File: src/rtl/tick_gen_pkg.sv
// Shared types and defaults for the multi-channel tick generator.
// Optional feature macro used by this block: TICKGEN_SYNC_EN.
package tick_gen_pkg;

  localparam int unsigned TG_CNT_W   = 32;
  localparam int unsigned TG_DEF_DIV = 50000000;

  typedef enum logic {
    MODE_PERIODIC = 1'b0,
    MODE_ONESHOT  = 1'b1
  } mode_t;

  typedef enum logic {
    ST_IDLE = 1'b0,
    ST_RUN  = 1'b1
  } state_t;

  function automatic mode_t to_mode(input logic oneshot);
    return oneshot ? MODE_ONESHOT : MODE_PERIODIC;
  endfunction

endpackage

File: src/rtl/tick_gen_multi_if.sv
// Divisor/mode write bus for tick_gen_multi.
interface tick_gen_multi_if #(
  parameter int unsigned CH_W  = 2,
  parameter int unsigned CNT_W = 32
);
  logic             wr_en;
  logic [CH_W-1:0]  wr_ch;
  logic [CNT_W-1:0] wr_div;
  logic             wr_oneshot;

  modport master (output wr_en, output wr_ch, output wr_div, output wr_oneshot);
  modport slave  (input  wr_en, input  wr_ch, input  wr_div, input  wr_oneshot);
endinterface

File: src/rtl/tick_gen_channel.sv
// One tick channel: shadow/working divisor+mode, up-counter and IDLE/RUN FSM.
// With TICKGEN_SYNC_EN defined, a sync input realigns a running channel.
module tick_gen_channel
  import tick_gen_pkg::*;
#(
  parameter int unsigned CNT_W   = TG_CNT_W,
  parameter int unsigned DEF_DIV = TG_DEF_DIV
) (
  input  logic             clk,
  input  logic             reset,
  input  logic             start,
  input  logic             stop,
  input  logic             wr_hit,
  input  logic [CNT_W-1:0] wr_div,
  input  logic             wr_oneshot,
`ifdef TICKGEN_SYNC_EN
  input  logic             sync,
`endif
  output logic             tick,
  output logic             active
);

  state_t           state;
  logic [CNT_W-1:0] cnt;
  logic [CNT_W-1:0] sh_div;
  mode_t            sh_mode;
  logic [CNT_W-1:0] wk_div;
  mode_t            wk_mode;
  logic [CNT_W-1:0] ld_div;
  mode_t            ld_mode;
  logic             realign;
  logic             terminal;

  // Reload value: a same-cycle write bypasses the shadow; divisor 0 acts as 1.
  always_comb begin
    ld_div  = wr_hit ? wr_div : sh_div;
    ld_mode = wr_hit ? to_mode(wr_oneshot) : sh_mode;
    if (ld_div == '0) ld_div = CNT_W'(1);
    realign = start;
`ifdef TICKGEN_SYNC_EN
    realign = start | sync;
`endif
    terminal = (cnt == wk_div - CNT_W'(1));
  end

  // Shadow register: written by the bus, never touches a period in progress.
  always_ff @(posedge clk or posedge reset) begin
    if (reset) begin
      sh_div  <= CNT_W'(DEF_DIV);
      sh_mode <= MODE_PERIODIC;
    end else if (wr_hit) begin
      sh_div  <= wr_div;
      sh_mode <= to_mode(wr_oneshot);
    end
  end

  // Channel FSM with counter, working register and registered tick/active.
  always_ff @(posedge clk or posedge reset) begin
    if (reset) begin
      state   <= ST_IDLE;
      cnt     <= '0;
      wk_div  <= CNT_W'(DEF_DIV);
      wk_mode <= MODE_PERIODIC;
      tick    <= 1'b0;
      active  <= 1'b0;
    end else begin
      tick <= 1'b0;
      case (state)
        ST_IDLE: begin
          if (start && !stop) begin
            state   <= ST_RUN;
            cnt     <= '0;
            wk_div  <= ld_div;
            wk_mode <= ld_mode;
            active  <= 1'b1;
          end
        end
        ST_RUN: begin
          if (stop) begin
            state  <= ST_IDLE;
            cnt    <= '0;
            active <= 1'b0;
          end else if (realign) begin
            cnt     <= '0;
            wk_div  <= ld_div;
            wk_mode <= ld_mode;
          end else if (terminal) begin
            cnt  <= '0;
            tick <= 1'b1;
            if (wk_mode == MODE_ONESHOT) begin
              state  <= ST_IDLE;
              active <= 1'b0;
            end else begin
              wk_div  <= ld_div;
              wk_mode <= ld_mode;
            end
          end else begin
            cnt <= cnt + CNT_W'(1);
          end
        end
        default: state <= ST_IDLE;
      endcase
    end
  end

endmodule

File: src/rtl/tick_gen_multi.sv
// Multi-channel programmable clock-enable generator (N_CH independent channels).
// Optional global phase realign input is enabled by defining TICKGEN_SYNC_EN.
module tick_gen_multi
  import tick_gen_pkg::*;
#(
  parameter int unsigned N_CH    = 3,
  parameter int unsigned CNT_W   = TG_CNT_W,
  parameter int unsigned DEF_DIV = TG_DEF_DIV
) (
  input  logic            clk,
  input  logic            reset,
  input  logic [N_CH-1:0] start,
  input  logic [N_CH-1:0] stop,
  tick_gen_multi_if.slave wr,
`ifdef TICKGEN_SYNC_EN
  input  logic            sync,
`endif
  output logic [N_CH-1:0] tick,
  output logic [N_CH-1:0] active
);

  localparam int unsigned CH_W = (N_CH > 1) ? $clog2(N_CH) : 1;

  logic [N_CH-1:0] wr_hit;

  // Decode the write channel; selects at or beyond N_CH match no channel.
  always_comb begin
    wr_hit = '0;
    for (int unsigned i = 0; i < N_CH; i++) begin
      wr_hit[i] = wr.wr_en && (wr.wr_ch == CH_W'(i));
    end
  end

  for (genvar g = 0; g < N_CH; g++) begin : g_ch
    tick_gen_channel #(
      .CNT_W   (CNT_W),
      .DEF_DIV (DEF_DIV)
    ) u_ch (
      .clk        (clk),
      .reset      (reset),
      .start      (start[g]),
      .stop       (stop[g]),
      .wr_hit     (wr_hit[g]),
      .wr_div     (wr.wr_div),
      .wr_oneshot (wr.wr_oneshot),
`ifdef TICKGEN_SYNC_EN
      .sync       (sync),
`endif
      .tick       (tick[g]),
      .active     (active[g])
    );
  end

endmodule

File: src/flat_wrapper.sv
// flat-port wrapper written by rule: the top's interface ports become plain ports
module tick_gen_multi_flat import tick_gen_pkg::*;
#(
  parameter int unsigned N_CH    = 3,
  parameter int unsigned CNT_W   = TG_CNT_W,
  parameter int unsigned DEF_DIV = TG_DEF_DIV
)
  (clk, reset, start, stop, tick, active, wr_wr_en, wr_wr_ch, wr_wr_div, wr_wr_oneshot);
  tick_gen_multi_if #(.CH_W(2), .CNT_W(CNT_W)) wr_i ();
  input  logic clk;
  input  logic reset;
  input  logic [N_CH-1:0] start;
  input  logic [N_CH-1:0] stop;
  output logic [N_CH-1:0] tick;
  output logic [N_CH-1:0] active;
  input wire logic [$bits(wr_i.wr_en)-1:0] wr_wr_en;
  input wire logic [$bits(wr_i.wr_ch)-1:0] wr_wr_ch;
  input wire logic [$bits(wr_i.wr_div)-1:0] wr_wr_div;
  input wire logic [$bits(wr_i.wr_oneshot)-1:0] wr_wr_oneshot;
  assign wr_i.wr_en = wr_wr_en;
  assign wr_i.wr_ch = wr_wr_ch;
  assign wr_i.wr_div = wr_wr_div;
  assign wr_i.wr_oneshot = wr_wr_oneshot;
  tick_gen_multi #(.N_CH(N_CH), .CNT_W(CNT_W), .DEF_DIV(DEF_DIV)) u_core (.clk(clk), .reset(reset), .start(start), .stop(stop), .wr(wr_i), .tick(tick), .active(active));
endmodule
File: config.mk
export PLATFORM = sky130hd
export DESIGN_NAME = tick_gen_multi_flat
export DESIGN_NICKNAME = d
export VERILOG_FILES = /design/src/rtl/tick_gen_pkg.sv /design/src/rtl/tick_gen_multi_if.sv /design/src/rtl/tick_gen_channel.sv /design/src/rtl/tick_gen_multi.sv /design/src/flat_wrapper.sv
export SDC_FILE = /design/constraint.sdc
export NUM_CORES = 1
export LEC_CHECK = 0
export CAP_MARGIN = 20
export CORE_MARGIN = 4
export CORE_UTILIZATION = 68
export DETAILED_ROUTE_END_ITERATION = 7
export PLACE_DENSITY = 0.87
export SKIP_LAST_GASP = 1
export SYNTH_ARGS = -nofsm -noshare
export SYNTH_HDL_FRONTEND = slang
export SYNTH_HIERARCHICAL = 1
export SYNTH_SLANG_ARGS = --single-unit
File: constraint.sdc
create_clock -name clk -period 5.3 [get_ports clk]
set_input_delay 1.325 -clock clk [delete_from_list [all_inputs] [get_ports clk]]
set_output_delay 1.325 -clock clk [all_outputs]
set_load 0.02 [all_outputs]
==> flow_metrics.env, run 1 <==
export IMPL_hold_violations=0
export IMPL_fin_util=0.764
export IMPL_synth_main_ff_cell="dfrtp_1"
export IMPL_power_density_mw_per_mm2=370
export IMPL_die_x_um=169
export IMPL_grt_usage=0.341
export IMPL_dieHeight_um=169
export IMPL_critPathKind="reg -> reg"
export IMPL_worstMarginPinSlew_ns=1.12
export IMPL_synth_most_common_cell="dfrtp_1"
export IMPL_syn_nets=1759
export IMPL_synthToLayoutAreaGrowth_pct=9.95
export IMPL_ys_seq_area_frac=0.437
export IMPL_synth_edf_count=0
export IMPL_cp_start_kind="flop"
export IMPL_drv_cap=0
export IMPL_cts_setup_buffers=0
export IMPL_peakVddDrop_mv=0.334
export IMPL_ctsHoldBuffers=0
export IMPL_coreArea_mm2=0.0253
export IMPL_antenna_found_initial=1
export IMPL_clock_path_buffers=3
export IMPL_port_buffers=49
export IMPL_via_per_inst=6.79
export IMPL_r2r_slack_ns=0.99
export IMPL_slew_violations=0
export IMPL_dr_pass1_iters=6
export IMPL_drc=0
export IMPL_grt_setup_unrepaired="no"
export IMPL_hold_depth=1
export IMPL_nFillCells=1704
export IMPL_synth_top_cell_area_share=0.329
export IMPL_clock_skew_ns=0.0116
export IMPL_worst_slack_ns=0.989
export IMPL_worst_path_buf_inv=1
export IMPL_slowest_delay_ns=0.89
export IMPL_r2r_start="u_core/g_ch[1].u_ch/wk_div[0]"
export IMPL_syn_area_mm2=0.0176
export IMPL_grt_first_pass_wirelength_um=77700
export IMPL_cts_sinks=303
export IMPL_hp_start="u_core/g_ch[0].u_ch/sh_mode"
export IMPL_core_rowCount=58
export IMPL_h_tree_depth=1
export IMPL_ys_top_cells_by_count="dfrtp_1, mux2_2, nand2_1"
export IMPL_holdWs_ns=0.517
export IMPL_drt_wl_total_um=48900
export IMPL_min_period_ns=4.31
export IMPL_grt_max_degree=86
export IMPL_path_clk_slew_ns=0.07
export IMPL_synth_cells=1709
export IMPL_vias=14191
export IMPL_overflow=0
export IMPL_avgSynthCellArea_um2=10.3
export IMPL_post_place_ws_ns=1.15
export IMPL_tritoncts="built"
export IMPL_final_antenna_net_count=0
export IMPL_critPathMaxFanout=32
export IMPL_status="complete, no violations"
export IMPL_yosys_register_bits=303
export IMPL_fin_setup_tns_ns=0
export IMPL_wire_per_inst_um=23.4
export IMPL_timing_hold_worst_class="reg -> reg"
export IMPL_min_to="u_core/g_ch[0].u_ch/sh_mode"
export IMPL_async_flop_share=1.00
export IMPL_period_share=0.813
export IMPL_synth_largest_area_cell="dfrtp_1"
export IMPL_ys_warnings_count=6
export IMPL_cts_root_buf="clkbuf_16"
export IMPL_cp_slowest_cell="a21oi_4"
export IMPL_reg2reg_to="u_core/g_ch[1].u_ch/wk_div[11]"
export IMPL_die_area_mm2=0.0285
export IMPL_drive_gt1_frac=0.198
export IMPL_cts_made_buffers=31
export IMPL_synthTopCellsByArea="dfrtp_1, dfstp_2, mux2_2, xnor2_1, mux2_1"
export IMPL_drt_iter0_markers=1427
export IMPL_cp_data_arrival_time_ns=4.77
export IMPL_grt_pass1_vias=13901
export IMPL_ys_types=82
export IMPL_start_util=0.695
export IMPL_setup_violations=0
export IMPL_place_gp_congestion=0.957
export IMPL_end_kind="flop"
export IMPL_max_freq_mhz=232
export IMPL_insertion_delay_ns=0.58
export IMPL_ios=50
export IMPL_cp_cell_sequence="inv_1 > ha_1 > or4b_1 > o41ai_1 > o21a_1 > nor3_1 > nand4b_1 > nor4_2 > a21oi_4 > mux2_2"
export IMPL_cellLeakagePower_nw=7.66
export IMPL_critical_path_top_delay_family="compound AO/OA/AOI/OAI gates"
export IMPL_slew_headroom=0.253
export IMPL_reg2regPathDepth=10
export IMPL_cts_resized=0
export IMPL_power_w=0.00713
export IMPL_dpl_hpwl_um=35400
export IMPL_required_ns=5.76
export IMPL_fin_nets=1785
worst max path at each step:
stage | start | to | cells past startpoint
after global placement | u_core/g_ch[1].u_ch/wk_div[0] | u_core/g_ch[1].u_ch/cnt[28] | 11
after global routing | u_core/g_ch[1].u_ch/wk_div[0] | u_core/g_ch[1].u_ch/wk_div[3] | 11
final | u_core/g_ch[1].u_ch/wk_div[0] | u_core/g_ch[1].u_ch/wk_div[11] | 10
after detailed placement | u_core/g_ch[1].u_ch/wk_div[0] | u_core/g_ch[1].u_ch/cnt[28] | 11
after floorplan | reset | u_core/g_ch[0].u_ch/active | 1
after CTS | u_core/g_ch[1].u_ch/wk_div[0] | u_core/g_ch[1].u_ch/wk_div[11] | 10
worst register-to-register path, cell delays in order (launching register included):
cell and delay (ns):
dfrtp_1 0.46, inv_1 0.14, ha_1 0.21, or4b_1 0.77
o41ai_1 0.50, o21a_1 0.21, nor3_1 0.07, nand4b_1 0.33
nor4_2 0.16, a21oi_4 0.89, mux2_2 0.46
final cells by class:
cell class	count	area, um2	area share
antenna	1	2.50	0.000130
multi-input combinational	1292	9360	0.485
clock buffer	39	826	0.0428
timing repair buffer	74	698	0.0362
inverter	33	131	0.00681
clock inverter	19	196	0.0102
tap	330	413	0.0214
sequential	303	7670	0.397
cell usage in the layout (no fill, tap or decap), types with 11 or more instances in the layout:
cell	n
dfrtp_1	231
mux2_2	115
nand2_1	114
nor2_1	102
xnor2_1	79
nand3_1	77
nor4_1	76
dfstp_2	72
xor2_1	55
nor3_1	54
o21ai_0	53
a21oi_1	50
mux2_1	50
clkdlybuf4s50_1	49
a21o_1	46
or3_1	36
clkbuf_16	31
inv_1	30
mux2_4	29
nand4_1	27
buf_4	24
or4_1	23
or2_2	23
and3_1	22
nand2b_1	21
o21ai_1	20
o311ai_0	16
and2_1	14
nor3b_1	14
mux2i_1	11
logic make-up (layout without fill, tap and decap cells):
family	after synthesis	count (layout)	share of synthesized area
simple gates	658	658	0.210
flops	303	303	0.437
compound gates	289	289	0.113
mux	205	205	0.137
xor+xnor	134	134	0.0669
buf+inv	114	165	0.0313
fa+ha+maj	6	6	0.00428
other cells	0	1	0
stage by stage:
step | cell area (um2) | instances
3_3_place_gp | 18300 | 2031
2_1_floorplan | 17600 | 1709
6_report | 19300 | 2091
4_1_cts | 19300 | 2089
5_1_grt | 19300 | 2091
3_5_place_dp | 18300 | 2031
flip-flops by register name (all words and copies together), names as in the netlist:
| name | flops |
|---|---|
| u_core/g_ch.u_ch/wk_div | 96 |
| u_core/g_ch.u_ch/cnt | 96 |
| u_core/g_ch.u_ch/state | 3 |
| u_core/g_ch.u_ch/tick | 3 |
| u_core/g_ch.u_ch/active | 3 |
| u_core/g_ch.u_ch/wk_mode | 3 |
| u_core/g_ch.u_ch/sh_mode | 3 |
| u_core/g_ch.u_ch/sh_div | 96 |
metal layers:
| metal | track usage | share of wire | vias to the layer above | routed length [um] |
|---|---|---|---|---|
| met1 | 0.455 | 0.40 | 7111 | 19600 |
| met2 | 0.571 | 0.49 | 558 | 23800 |
| li1 | - | - | 6366 | - |
| met3 | 0.0465 | 0.065 | 156 | 3200 |
| met5 | 0 | 0 | - | 0 |
| met4 | 0.129 | 0.045 | 0 | 2210 |
power by group:
part           leakage [nW]  internal (W)  switching (W)
combinational          3.48      0.000743       0.000896
sequential             3.70       0.00278       0.000503
clock                 0.481       0.00122       0.000991
No activity file was read; power rests on OpenSTA's default activity.
==> run 2, diff against run 1 <==
CORE_UTILIZATION = 57   (was 68)
PLACE_DENSITY = 0.78   (was 0.87)
clock period = 3.85 ns   (was 5.3 ns; I/O delays follow)
==> flow_metrics.env, run 2 (synthesis gave the netlist of run 1 again) <==
export IMPL_cp_cell_sequence="inv_1 > ha_1 > or4b_1 > or3_1 > or2_0 > o311a_1 > a22oi_2 > and4_1 > a21oi_1 > or2_2 > buf_12 > mux2_4"
export IMPL_die_x_um=183
export IMPL_fin_nets=1833
export IMPL_wl_met2_um=22700
export IMPL_slew_headroom=0.341
export IMPL_coreArea_mm2=0.0300
export IMPL_clock_skew_ns=0.0156
export IMPL_grt_setup_unrepaired="no"
export IMPL_dr_pass1_iters=5
export IMPL_wire_per_inst_um=21.8
export IMPL_timing_hold_worst_class="reg -> reg"
export IMPL_clock_path_buffers=3
export IMPL_port_buffers=49
export IMPL_wl_met3_um=2600
export IMPL_drc=0
export IMPL_synthToLayoutAreaGrowth_pct=14.2
export IMPL_insertion_delay_ns=0.53
export IMPL_multiInputGateArea_mm2=0.00940
export IMPL_cp_data_arrival_time_ns=4.10
export IMPL_via_per_inst=6.41
export IMPL_required_ns=4.25
export IMPL_overflow=0
export IMPL_cts_made_buffers=34
export IMPL_cts_sinks=303
export IMPL_slowest_delay_ns=0.47
export IMPL_grt_max_degree=73
export IMPL_critPathMaxFanout=32
export IMPL_core_rowCount=63
export IMPL_cp_start_kind="flop"
export IMPL_period_share=0.962
export IMPL_start_util=0.585
export IMPL_max_freq_mhz=270
export IMPL_path_clk_slew_ns=0.06
export IMPL_drt_iter0_markers=1275
export IMPL_fin_setup_tns_ns=0
export IMPL_critPathKind="reg -> reg"
export IMPL_setup_violations=0
export IMPL_dr_max_layer_used="met5"
export IMPL_diodes=0
export IMPL_slew_violations=0
export IMPL_min_period_ns=3.70
export IMPL_drive_gt1_frac=0.223
export IMPL_grt_first_pass_wirelength_um=77200
export IMPL_dpl_hpwl_um=35700
export IMPL_final_cell_mix="dfrtp_1, mux2_2, nand2_1"
export IMPL_dieHeight_um=183
export IMPL_cp_slowest_cell="or4b_1"
export IMPL_grt_pass1_vias=13779
export IMPL_top_regs="u_core/g_ch.u_ch/cnt (96), u_core/g_ch.u_ch/sh_div (96), u_core/g_ch.u_ch/wk_div (96)"
export IMPL_power_density_mw_per_mm2=515
export IMPL_register_area_mm2=0.00767
export IMPL_worstMarginPinSlew_ns=0.964
export IMPL_vias=14090
export IMPL_antenna_found_initial=2
export IMPL_end_kind="flop"
export IMPL_final_antenna_net_count=0
export IMPL_stdcell_area_mm2=0.0200
export IMPL_cts_root_buf="clkbuf_16"
export IMPL_grt_usage=0.284
export IMPL_drt_wl_total_um=48000
export IMPL_final_common_cell="dfrtp_1"
export IMPL_hold_violations=0
export IMPL_nFillCells=2288
export IMPL_die_area_mm2=0.0337
export IMPL_peakVddDrop_mv=0.412
export IMPL_ios=50
export IMPL_h_tree_depth=2
export IMPL_status="complete, no violations"
export IMPL_met1_length_um=21300
export IMPL_ctsHoldBuffers=0
export IMPL_cellLeakagePower_nw=8.04
export IMPL_place_gp_congestion=0.937
export IMPL_drv_cap=0
export IMPL_placed_area_mm2=0.0188
export IMPL_tritoncts="built"
## run 2: worst paths after layout
| kind | slack (ns) | cells after the start | end | startpoint |
|---|---|---|---|---|
| setup / recovery | 0.15 | 12 | u_core/g_ch[0].u_ch/wk_div[6] | u_core/g_ch[0].u_ch/wk_div[0] |
| hold reg to reg | 0.50 | 1 | u_core/g_ch[1].u_ch/sh_mode | u_core/g_ch[1].u_ch/sh_mode |
| hold / removal | 0.50 | 1 | u_core/g_ch[1].u_ch/sh_mode | u_core/g_ch[1].u_ch/sh_mode |
| max in group asynchronous | 1.95 | 3 | u_core/g_ch[2].u_ch/wk_div[7] | reset |
| min in group asynchronous | 1.05 | 2 | u_core/g_ch[1].u_ch/active | reset |
| setup reg to reg | 0.15 | 12 | u_core/g_ch[0].u_ch/wk_div[6] | u_core/g_ch[0].u_ch/wk_div[0] |
## run 2: what timing repair did
action / 4_1_cts / 5_1_grt
endpoints found under the setup margin: 0 / 121
gates resized for setup: 0 / 8
buffers inserted: 0 / 2
## run 2: routing by layer
layer  up-vias  GRT usage
met1      7027      0.400
met2       490      0.460
met3        91     0.0425
met4         2     0.0864
li1       6480          -
met5         -          0
## run 2: cell type report
type                    count  share of cell area
clock buffers              47              0.0489
multi-input cells        1292               0.469
repair buffers            119              0.0584
well taps                 390              0.0243
inverters                  33             0.00655
flip-flops and latches    303               0.383
clock inverters            15              0.0102
## run 2: worst max-delay path, delay by kind of cell (launching register included)
kind	cells	cell delay [ns]
and+or+nand+nor	5	1.65
adders and majority gates	1	0.26
muxes	1	0.32
DFF	1	0.41
AOI/OAI and AO/OA	3	0.63
buffers and inverters	2	0.30
## run 2: power by group
group	total, W	switching [W]	internal [W]
clock network	0.00343	0.00136	0.00207
logic	0.00250	0.00135	0.00115
registers	0.00440	0.000572	0.00382
total	0.0103	0.00328	0.00704
## run 2: stage by stage
stage           util  total power [W]  hold WS (ns)  setup slack [ns]  instances
6_report       0.668           0.0103         0.502             0.147       2199
5_1_grt        0.668           0.0108         0.519           0.00635       2199
4_1_cts        0.665           0.0103         0.510            0.0773       2196
3_5_place_dp   0.626          0.00685         0.496            0.0835       2134
3_3_place_gp   0.626          0.00678         0.484             0.166       2134
2_1_floorplan      -          0.00599         0.468             0.280       1709
